File: src/rtl/rv_rr_arbiter.sv
// Three-requester round-robin arbiter onto a single ready/valid sink.
// Grants are held for up to BURST_LEN beats; output passes through a one-entry register stage.
module rv_rr_arbiter #(
    parameter int unsigned DATA_WIDTH = 8,
    parameter int unsigned BURST_LEN  = 4
) (
    input  logic                  clock_port,
    input  logic                  reset_port,
    input  logic [DATA_WIDTH-1:0] input0_data,
    input  logic                  input0_valid,
    output logic                  input0_ready,
    input  logic [DATA_WIDTH-1:0] input1_data,
    input  logic                  input1_valid,
    output logic                  input1_ready,
    input  logic [DATA_WIDTH-1:0] input2_data,
    input  logic                  input2_valid,
    output logic                  input2_ready,
    output logic [DATA_WIDTH-1:0] output_port_data,
    output logic                  output_port_valid,
    input  logic                  output_port_ready,
    output logic [1:0]            grant_port
);

    typedef enum logic {IDLE, GRANT} state_t;

    localparam logic [7:0] BURST_LAST = 8'(BURST_LEN);
    localparam logic [1:0] NO_GRANT   = 2'd3;

    state_t                  state, state_nxt;
    logic [1:0]              grant_q, grant_nxt;
    logic [1:0]              last_grant, last_nxt;
    logic [7:0]              beat_cnt, beat_nxt, beat_inc;
    logic [3:0]              valid_vec;
    logic [1:0]              scan_first, scan_second, winner;
    logic                    any_valid;
    logic                    grant_valid;
    logic [DATA_WIDTH-1:0]   grant_data;
    logic                    slot_free;
    logic                    load;
    logic                    out_valid_q;
    logic [DATA_WIDTH-1:0]   out_data_q;

    function automatic logic [1:0] rr_next(input logic [1:0] idx);
        return (idx == 2'd2) ? 2'd0 : idx + 2'd1;
    endfunction

    assign valid_vec = {1'b0, input2_valid, input1_valid, input0_valid};
    assign any_valid = |valid_vec;
    assign slot_free = !out_valid_q || output_port_ready;
    assign beat_inc  = beat_cnt + 8'd1;

    // Round-robin scan order: last_grant+1, last_grant+2, then last_grant itself.
    always_comb begin
        scan_first  = rr_next(last_grant);
        scan_second = rr_next(scan_first);
        if (valid_vec[scan_first])
            winner = scan_first;
        else if (valid_vec[scan_second])
            winner = scan_second;
        else
            winner = last_grant;
    end

    always_comb begin
        grant_valid = 1'b0;
        grant_data  = '0;
        case (grant_q)
            2'd0: begin grant_valid = input0_valid; grant_data = input0_data; end
            2'd1: begin grant_valid = input1_valid; grant_data = input1_data; end
            2'd2: begin grant_valid = input2_valid; grant_data = input2_data; end
            default: begin grant_valid = 1'b0; grant_data = '0; end
        endcase
    end

    always_ff @(posedge clock_port or negedge reset_port) begin
        if (!reset_port) begin
            state      <= IDLE;
            grant_q    <= NO_GRANT;
            last_grant <= 2'd2;
            beat_cnt   <= '0;
        end else begin
            state      <= state_nxt;
            grant_q    <= grant_nxt;
            last_grant <= last_nxt;
            beat_cnt   <= beat_nxt;
        end
    end

    always_comb begin
        state_nxt = state;
        grant_nxt = grant_q;
        last_nxt  = last_grant;
        beat_nxt  = beat_cnt;
        load      = 1'b0;
        case (state)
            IDLE: begin
                if (any_valid) begin
                    state_nxt = GRANT;
                    grant_nxt = winner;
                    last_nxt  = winner;
                    beat_nxt  = '0;
                end
            end
            GRANT: begin
                // A granted requester dropping valid forfeits the remainder of its burst.
                if (!grant_valid) begin
                    state_nxt = IDLE;
                    grant_nxt = NO_GRANT;
                end else if (slot_free) begin
                    load     = 1'b1;
                    beat_nxt = beat_inc;
                    if (beat_inc == BURST_LAST) begin
                        state_nxt = IDLE;
                        grant_nxt = NO_GRANT;
                    end
                end
            end
            default: begin
                state_nxt = IDLE;
                grant_nxt = NO_GRANT;
            end
        endcase
    end

    always_comb begin
        input0_ready = (state == GRANT) && (grant_q == 2'd0) && slot_free;
        input1_ready = (state == GRANT) && (grant_q == 2'd1) && slot_free;
        input2_ready = (state == GRANT) && (grant_q == 2'd2) && slot_free;
        grant_port   = grant_q;
    end

    always_ff @(posedge clock_port or negedge reset_port) begin
        if (!reset_port) begin
            out_valid_q <= 1'b0;
            out_data_q  <= '0;
        end else if (load) begin
            out_valid_q <= 1'b1;
            out_data_q  <= grant_data;
        end else if (out_valid_q && output_port_ready) begin
            out_valid_q <= 1'b0;
        end
    end

    assign output_port_valid = out_valid_q;
    assign output_port_data  = out_data_q;

endmodule

File: config.mk
export PLATFORM = sky130hd
export DESIGN_NAME = rv_rr_arbiter
export DESIGN_NICKNAME = d
export VERILOG_FILES = /design/src/rtl/rv_rr_arbiter.sv
export SDC_FILE = /design/constraint.sdc
export NUM_CORES = 1
export LEC_CHECK = 0
export CAP_MARGIN = 20
export CORE_ASPECT_RATIO = 2
export CORE_MARGIN = 2
export CORE_UTILIZATION = 46
export DETAILED_ROUTE_END_ITERATION = 8
export PLACE_DENSITY = 0.8
export SYNTH_ARGS = -nofsm -noshare
export SYNTH_HDL_FRONTEND = slang
export SYNTH_SLANG_ARGS = --single-unit
File: constraint.sdc
create_clock -name clock_port -period 2.1 [get_ports clock_port]
set_input_delay 0.42 -clock clock_port [delete_from_list [all_inputs] [get_ports clock_port]]
set_output_delay 0.42 -clock clock_port [all_outputs]
set_load 0.05 [all_outputs]
# Word-level counts from Yosys, hierarchy flattened

Index checks and enable logic that the tools add are counted.

Word-level logic and storage cells: 66
Register bits: 22
Output and inout port bits: 14
Input port bits: 30

Add/sub/neg operators: 3
Reductions and logical operators: 15
Magnitude comparators: 2
Mux-type cells: 29
Bitwise operators: 1
Equality and inequality tests: 10

Operators with widths:

| kind                                                 | number |
|---|---|
| 2-to-1 mux 8 bit                                     | 3 |
| one-hot mux 8 bit (3 select lines)                   | 1 |
| 2-to-1 mux 2 bit                                     | 8 |
| one-hot mux 8 bit (2 select lines)                   | 1 |
| 2-to-1 mux 1 bit                                     | 11 |
| adder 8 x 1 -> 8 bit (second input constant)         | 1 |
| equality test 8 x 3 -> 1 bit (second input constant) | 1 |
| logical AND 1 bit                                    | 7 |
| equality test 2 bit (second input constant)          | 3 |
| < comparator 2 x 3 -> 1 bit (second input constant)  | 2 |
| != test 3 x 2 -> 1 bit (second input constant)       | 2 |
| AND reduction 3 bit                                  | 2 |
| adder 2 x 1 -> 2 bit (second input constant)         | 2 |
| binary-select mux 1 bit (select 2 bit)               | 2 |
| != test 2 x 1 -> 1 bit (second input constant)       | 2 |
| one-hot mux 2 bit (2 select lines)                   | 1 |
| one-hot mux 1 bit (3 select lines)                   | 1 |
| OR reduction 3 bit                                   | 1 |
| equality test 2 x 1 -> 1 bit (second input constant) | 1 |
| zero test 2 bit                                      | 1 |
| != test 2 bit (second input constant)                | 1 |
| one-hot mux 1 bit (2 select lines)                   | 1 |
| AND reduction 2 bit                                  | 1 |
| nonzero test 2 bit                                   | 1 |
| other kinds (3)                                      | 3 |

# Logic depth before layout (Yosys ltp)

Gate-level depths: netlist of run 1.

Depth after elaboration: 10
Mapped depth: 8
Mapped depth without buffers: 6

# Worst setup path before layout of run 1

Ideal clock, no wire load.

Path type: register -> output
Start: reg grant_q[0], in the netlist grant_port[0]
End: out input1_ready
Data arrival time: 2.330 ns
Required time: 1.680 ns
Path slack: -0.650 ns
Stages on the path, launching flop included: 5
Path through: dfstp_2 -> buf_4 -> clkbuf_1 -> inv_1 -> nor3_1

Word-level cells in the longest chain between the ends: 3

RTL lines:

| item                            | RTL line | RTL |
|---|---|---|
| from (decl)                     | 30       | `logic [1:0] grant_q, grant_nxt;` |
| from (signal assigned)          | 83       | `grant_q <= grant_nxt;` |
| equality test 2 x 1 -> 1 bit    | 127      | `input1_ready = (state == GRANT) && (grant_q == 2'd1) && slot_free;` |
| logical AND 1 bit (2 in series) | 127      |  |
| to (decl)                       | 14       | `output logic input1_ready,` |

Every way passes these cells.

# Worst setup path after layout of run 1

Start: in output_port_ready
End: out input0_ready

Word-level cells in the longest chain between the ends: 2

RTL lines:

| item              | RTL line | RTL |
|---|---|---|
| from (decl)       | 20       | `input logic output_port_ready,` |
| logical OR 1 bit  | 49       | `assign slot_free = !out_valid_q \|\| output_port_ready;` |
| logical AND 1 bit | 126      | `input0_ready = (state == GRANT) && (grant_q == 2'd0) && slot_free;` |
| to (decl)         | 11       | `output logic input0_ready,` |

Every way passes these cells.

==> results of run 1 <==
-- worst paths after layout --
path,from,to,slack [ns],cells after the start
max,output_port_ready,input0_ready,0.02,6
min,reset_port,beat_cnt[0],0.49,2
max reg2reg,grant_port[0],beat_cnt[4],0.21,5
min reg2reg,output_port_data[7],output_port_data[7],0.50,2
max in group asynchronous,reset_port,grant_port[0],1.32,2
min in group clock_port,output_port_data[7],output_port_data[7],0.50,2
-- cell type report --
type / instances / area share, %
sequential: 22 / 28.6
clock buffer: 4 / 2.33
timing repair buffer: 50 / 27.5
tap: 30 / 1.94
multi-input combinational: 112 / 38.2
inverter: 7 / 1.36
-- layout by cell type (no fill, tap or decap), types with 2 or more instances in the layout --
cell type / Yosys / routed
o21ai_1: 3 / 3
nand2_1: 17 / 17
a21o_1: 2 / 2
xnor2_1: 2 / 2
clkbuf_8: 0 / 3
dfstp_2: 3 / 3
nor2_1: 9 / 9
o31ai_1: 2 / 2
buf_4: 2 / 7
o21a_1: 2 / 2
mux2i_1: 9 / 9
inv_1: 7 / 7
a21oi_1: 13 / 13
clkdlybuf4s50_1: 0 / 38
ha_1: 2 / 2
or3_1: 6 / 6
nor3_2: 0 / 2
nor3_1: 4 / 2
buf_12: 0 / 5
o221ai_2: 3 / 3
nor2b_4: 2 / 2
nand3_1: 7 / 7
nand2b_1: 3 / 3
dfrtp_1: 19 / 19
o21ai_0: 11 / 11
-- flip-flops by register name, summed over array words and instances (netlist names) --
signal and cells:
beat_cnt 8, grant_port 2, last_grant 2, output_port_data 8
output_port_valid 1, state 1
-- through the flow --
| stage | utilization [%] | hold WS (ns) | TNS, ns | worst slack, ns |
|---|---|---|---|---|
| CTS | 66.6 | 0.500 | 0 | 0.0468 |
| global placement | 65.0 | 0.467 | 0 | 0.0323 |
| floorplan | - | 0.124 | -0.723 | -0.278 |
| global route | 66.6 | 0.532 | 0 | 0.00707 |
| finish | 66.6 | 0.494 | 0 | 0.0249 |
| detailed placement | 65.0 | 0.481 | -0.00385 | -0.00385 |
-- critical path, cell delays in order --
cell and delay, ns:
clkdlybuf4s50_1 0.44, nand2b_1 0.13, nand2_1 0.13, nor3_1 0.23, buf_4 0.17, buf_12 0.13
-- layer usage --
| metal | wire length, um | vias to the layer above |
|---|---|---|
| met4 | 115 | 0 |
| met1 | 1250 | 628 |
| met3 | 102 | 12 |
| met5 | 0 | - |
| li1 | - | 619 |
| met2 | 2110 | 44 |
-- kinds of logic after synthesis --
logic type,count (synthesis),synth area share [%]
fa+ha+maj,2,1.83
simple gates,57,23.0
buf+inv,15,5.96
flops,22,40.6
xor+xnor,2,1.28
compound gates,42,20.7
mux,9,6.60
-- power by group through the flow --
stage	clock network, uW	logic [uW]	registers (uW)
after global placement	0	1410	741
after detailed placement	0	1450	748
after CTS	278	1450	742
final	273	1440	742
after global routing	295	1550	766
after floorplan	0	726	953
==> results_dict.tcl, run 1 <==
set metrics [dict create \
    status "finished, final reports clean" \
    drc 0 \
    port_buffers 43 \
    crit_arrival_ns 1.66 \
    cts_setup_buffers 0 \
    worst_slew_pin_slew_ns 0.541 \
    crit_type "in -> out" \
    register_area_um2 554 \
    hold_viol_final 0 \
    post-synth-top-count-cell "dfrtp_1" \
    synthTopCellsByArea "dfrtp_1, mux2i_1, dfstp_2" \
    globalplace.congestion 0.820 \
    synth_edf_count 0 \
    slew_headroom_pct 63.8 \
    synth_seq_area_share_pct 40.6 \
    seqPwrFrac_pct 30.2 \
    cts_buffer_depth 2 \
    instances_no_fill 225 \
    cts.sinks 22 \
    cts_hold_buf 0 \
    ys_warn_count 0 \
    cts_tree "built" \
    finish.instance_area_um2 1940 \
    num_rows 28 \
    peakVddDrop_mv 0.782 \
    drive_gt1_share_pct 16.4 \
    yosysTopAreaCell "dfrtp_1" \
    htreeDepth 1 \
    ys_top_cells_by_count "dfrtp_1, nand2_1, a21oi_1" \
    synth_nets 181 \
    track_usage_pct 22.3 \
    dp_hpwl_mm 2.84 \
    powerDensity_nw_per_um2 1270 \
    start_util_pct 46.9 \
    p_sw_share_pct 46.8 \
    switchingPower_uw 1150 \
    nFillCells 219 \
    io_pins 44 \
    path_clk_slew_ns 0.08 \
    antenna_found_initial 0 \
    intPower_uw 1310 \
    grt_max_degree 23 \
    ys_types 39 \
    clkPwrFrac_pct 11.1 \
    synthArstFlopShare_pct 100 \
    die_w_um 42.5 \
    die-height_um 81.0 \
    worstPathRequired_ns 1.68 \
    dr.pass1.iters 4 \
    synth-main-ff-cell "dfrtp_1" \
    core_um2 2910 \
    fin_skew_ns 0.0116 \
    multi_input_area_um2 739 \
    maxCapViolCount 0 \
    grt.overflow.total 0 \
    wl_mm 3.59 \
    cts-buffers-inserted 3 \
    grt_use_met1_pct 22.7 \
    num_vias 1303 \
    yosysTopAreaCellShare_pct 34.8 \
    finalPower_uw 2460 \
    avgSynthCellArea_um2 9.16 \
    fin_crit_sh_pct 98.8 \
    dpl_cell_area_um2 1890 \
    dp.cells 221 \
    grt.met3_usage_pct 3.11 \
    grt_pass1_wl_mm 5.78 \
    ant_nets 0 \
    endpoint_kind "primary output" \
    syn2layout_area_growth_pct 41.8 \
    diodes 0 \
    p_comb_share_pct 58.7 \
    leakagePower_uw 0.000834 \
    synth_area_um2 1370 \
    cts_resized 0 \
    synthCells 149 \
    path_max_fanout 3 \
    hold_class "in -> async" \
    grt_pass1_vias 1292 \
    cp-start-kind "input port" \
    dieArea_um2 3450 \
    routed_via_density 5.79 \
    slew_viol_final 0 \
    routedWlPerCell_um 15.9 \
    cts_root_buf "clkbuf_8" \
    synth-seq-cells 22 \
    grt-busiest-layer "met2" \
    rsz0062_at_grt "false" \
    finalNetCount 228 \
    finalCriticalPeriod_ns 2.08 \
    first_iter_violations 27 \
    grt_use_met2_pct 42.0 \
    finalSetupViolCount 0 \
    clk_latency_ns 0.27 \
    max_clock_freq_mhz 482 \
]
Power figures use the tool's default switching activity.
==> run 2: changes to the inputs <==
- CORE_ASPECT_RATIO: 2 -> default
==> run 2 against run 1 <==
Sequential cell count unchanged. Worst hold slack worse by 0.053 ns. Critical path depth fell by 2. Utilization rose by 4.3 points. Sequential power down 4.0%. Clock-buffer cell count is 1 lower. Sequential share of layout area down 0.46 points. Routed wire length decreased by 2.6%. Die area is 0.77% lower. Non-clock buffer count increased by 3. Global-route usage increased by 0.53 points. Clock skew is 0.0052 ns lower. Critical path type is now reg -> out.
==> results_dict.tcl, run 2 (synthesis results as in run 1) <==
set metrics [dict create \
    status "finished, final reports clean" \
    dp.cells 225 \
    htreeDepth 1 \
    globalplace.congestion 0.830 \
    pre_cts_slack_ns -0.0151 \
    crit_arrival_ns 1.61 \
    crit_chain "buf_4 -> inv_1 -> nor3_4 -> buf_12" \
    instances_no_fill 229 \
    slew_headroom_pct 61.5 \
    fin_crit_sh_pct 96.8 \
    path_clk_slew_ns 0.13 \
    cts.sinks 22 \
    leakagePower_uw 0.000850 \
    first_iter_violations 52 \
    powerDensity_nw_per_um2 1290 \
    worst_slew_pin_slew_ns 0.576 \
    max_clock_freq_mhz 492 \
    crit_path_top_delay_cell "dfstp_2" \
    io_pins 44 \
    endpoint_kind "primary output" \
    crit_type "reg -> out" \
    layout_common_cells "clkdlybuf4s50_1, dfrtp_1, nand2_1" \
    dieArea_um2 3420 \
    grt_pass1_wl_mm 5.98 \
    finalPower_uw 2550 \
    clk_latency_ns 0.32 \
    num_rows 19 \
    multi_input_area_um2 756 \
    cts_setup_buffers 0 \
    cts_buffer_depth 2 \
    layout_setup_ws_ns 0.0667 \
    wl_mm 3.50 \
    final_common_cell "clkdlybuf4s50_1" \
    core_um2 2780 \
    finalCriticalPeriod_ns 2.03 \
    max_stage_delay_ns 0.55 \
    dpl_cell_area_um2 1900 \
    path_max_fanout 17 \
    routed_via_density 5.67 \
    worstPathRequired_ns 1.68 \
    port_buffers 43 \
    track_usage_pct 22.9 \
    peakVddDrop_mv 1.19 \
    cts-buffers-inserted 3 \
    cp-start-kind "register" \
    ant_nets 0 \
    cts_root_buf "clkbuf_4" \
    drive_gt1_share_pct 20.2 \
    routedWlPerCell_um 15.3 \
    hold_class "in -> async" \
    dr.pass1.iters 4 \
    finalSetupViolCount 0 \
    reg2reg_depth 5 \
    fin_util_pct 70.9 \
    dp_hpwl_mm 2.66 \
    maxCapViolCount 0 \
    die_w_um 58.5 \
    fin_skew_ns 0.00639 \
    grt.overflow.total 0 \
    slew_viol_final 0 \
    rr_startpoint "grant_port[0]" \
    cts_hold_buf 0 \
    rrSetupSlack_ns 0.37 \
    num_vias 1299 \
    antenna_found_initial 0 \
    finish.instance_area_um2 1970 \
    start_util_pct 49.1 \
    finalNetCount 231 \
    diodes 0 \
    grt_max_degree 23 \
    cts_tree "built" \
    nFillCells 214 \
    r2r-end "beat_cnt[3]" \
    hold_viol_final 0 \
    register_area_um2 556 \
    grt_pass1_vias 1388 \
    drc 0 \
    syn2layout_area_growth_pct 44.5 \
    die-height_um 58.5 \
]
==> run 2: metrics by stage <==
stage          hold slack [ns]  setup TNS (ns)
6_report                 0.441               0
5_1_grt                  0.468       -0.000495
4_1_cts                  0.446               0
3_5_place_dp             0.472         -0.0151
3_3_place_gp             0.463               0
2_1_floorplan            0.124          -0.723
==> run 2: cell type report <==
cell class                      count  area share [%]
Inverter                            7            1.33
Multi-Input combinational cell    112            38.3
Timing Repair Buffer               53            27.5
Sequential cell                    22            28.2
Clock buffer                        3            1.14
Tap cell                           31            1.97
Clock inverter                      1            1.52
==> run 2: what timing repair did <==
action	in CTS	in global routing
pin swaps	0	0
gates resized for setup	1	4
endpoints found under the hold margin	0	0
endpoints found under the setup margin	1	2
==> run 2: worst max-delay path, delay by kind of cell, from the launching register on <==
family / cells / cell delay (ns)
and+or+nand+nor: 1 / 0.24
buffers and inverters: 3 / 0.50
DFF: 1 / 0.55
==> run 2: how the worst max path moves through the flow <==
stage                 startpoint           end  slack (ns)  cells past startpoint
2_1_floorplan  output_port_valid  input0_ready       -0.28                      3
4_1_cts            grant_port[0]  input1_ready        0.03                      4
3_5_place_dp   output_port_ready  input0_ready       -0.02                      6
6_report           grant_port[0]  input1_ready        0.07                      4
3_3_place_gp   output_port_ready  input0_ready        0.03                      6
5_1_grt            grant_port[0]  input1_ready     -0.0005                      4
==> run 2: power by group <==
group | internal [uW] | switching (uW)
Sequential | 578 | 134
Clock | 193 | 140
Combinational | 602 | 899
Total | 1370 | 1170
==> run 2: routing by layer <==
metal,wire length [um],vias up,track usage [%]
li1,-,626,-
met1,1370,626,25.9
met2,1890,38,39.6
met3,152,9,3.52
met4,85,0,15.0
met5,0,-,0
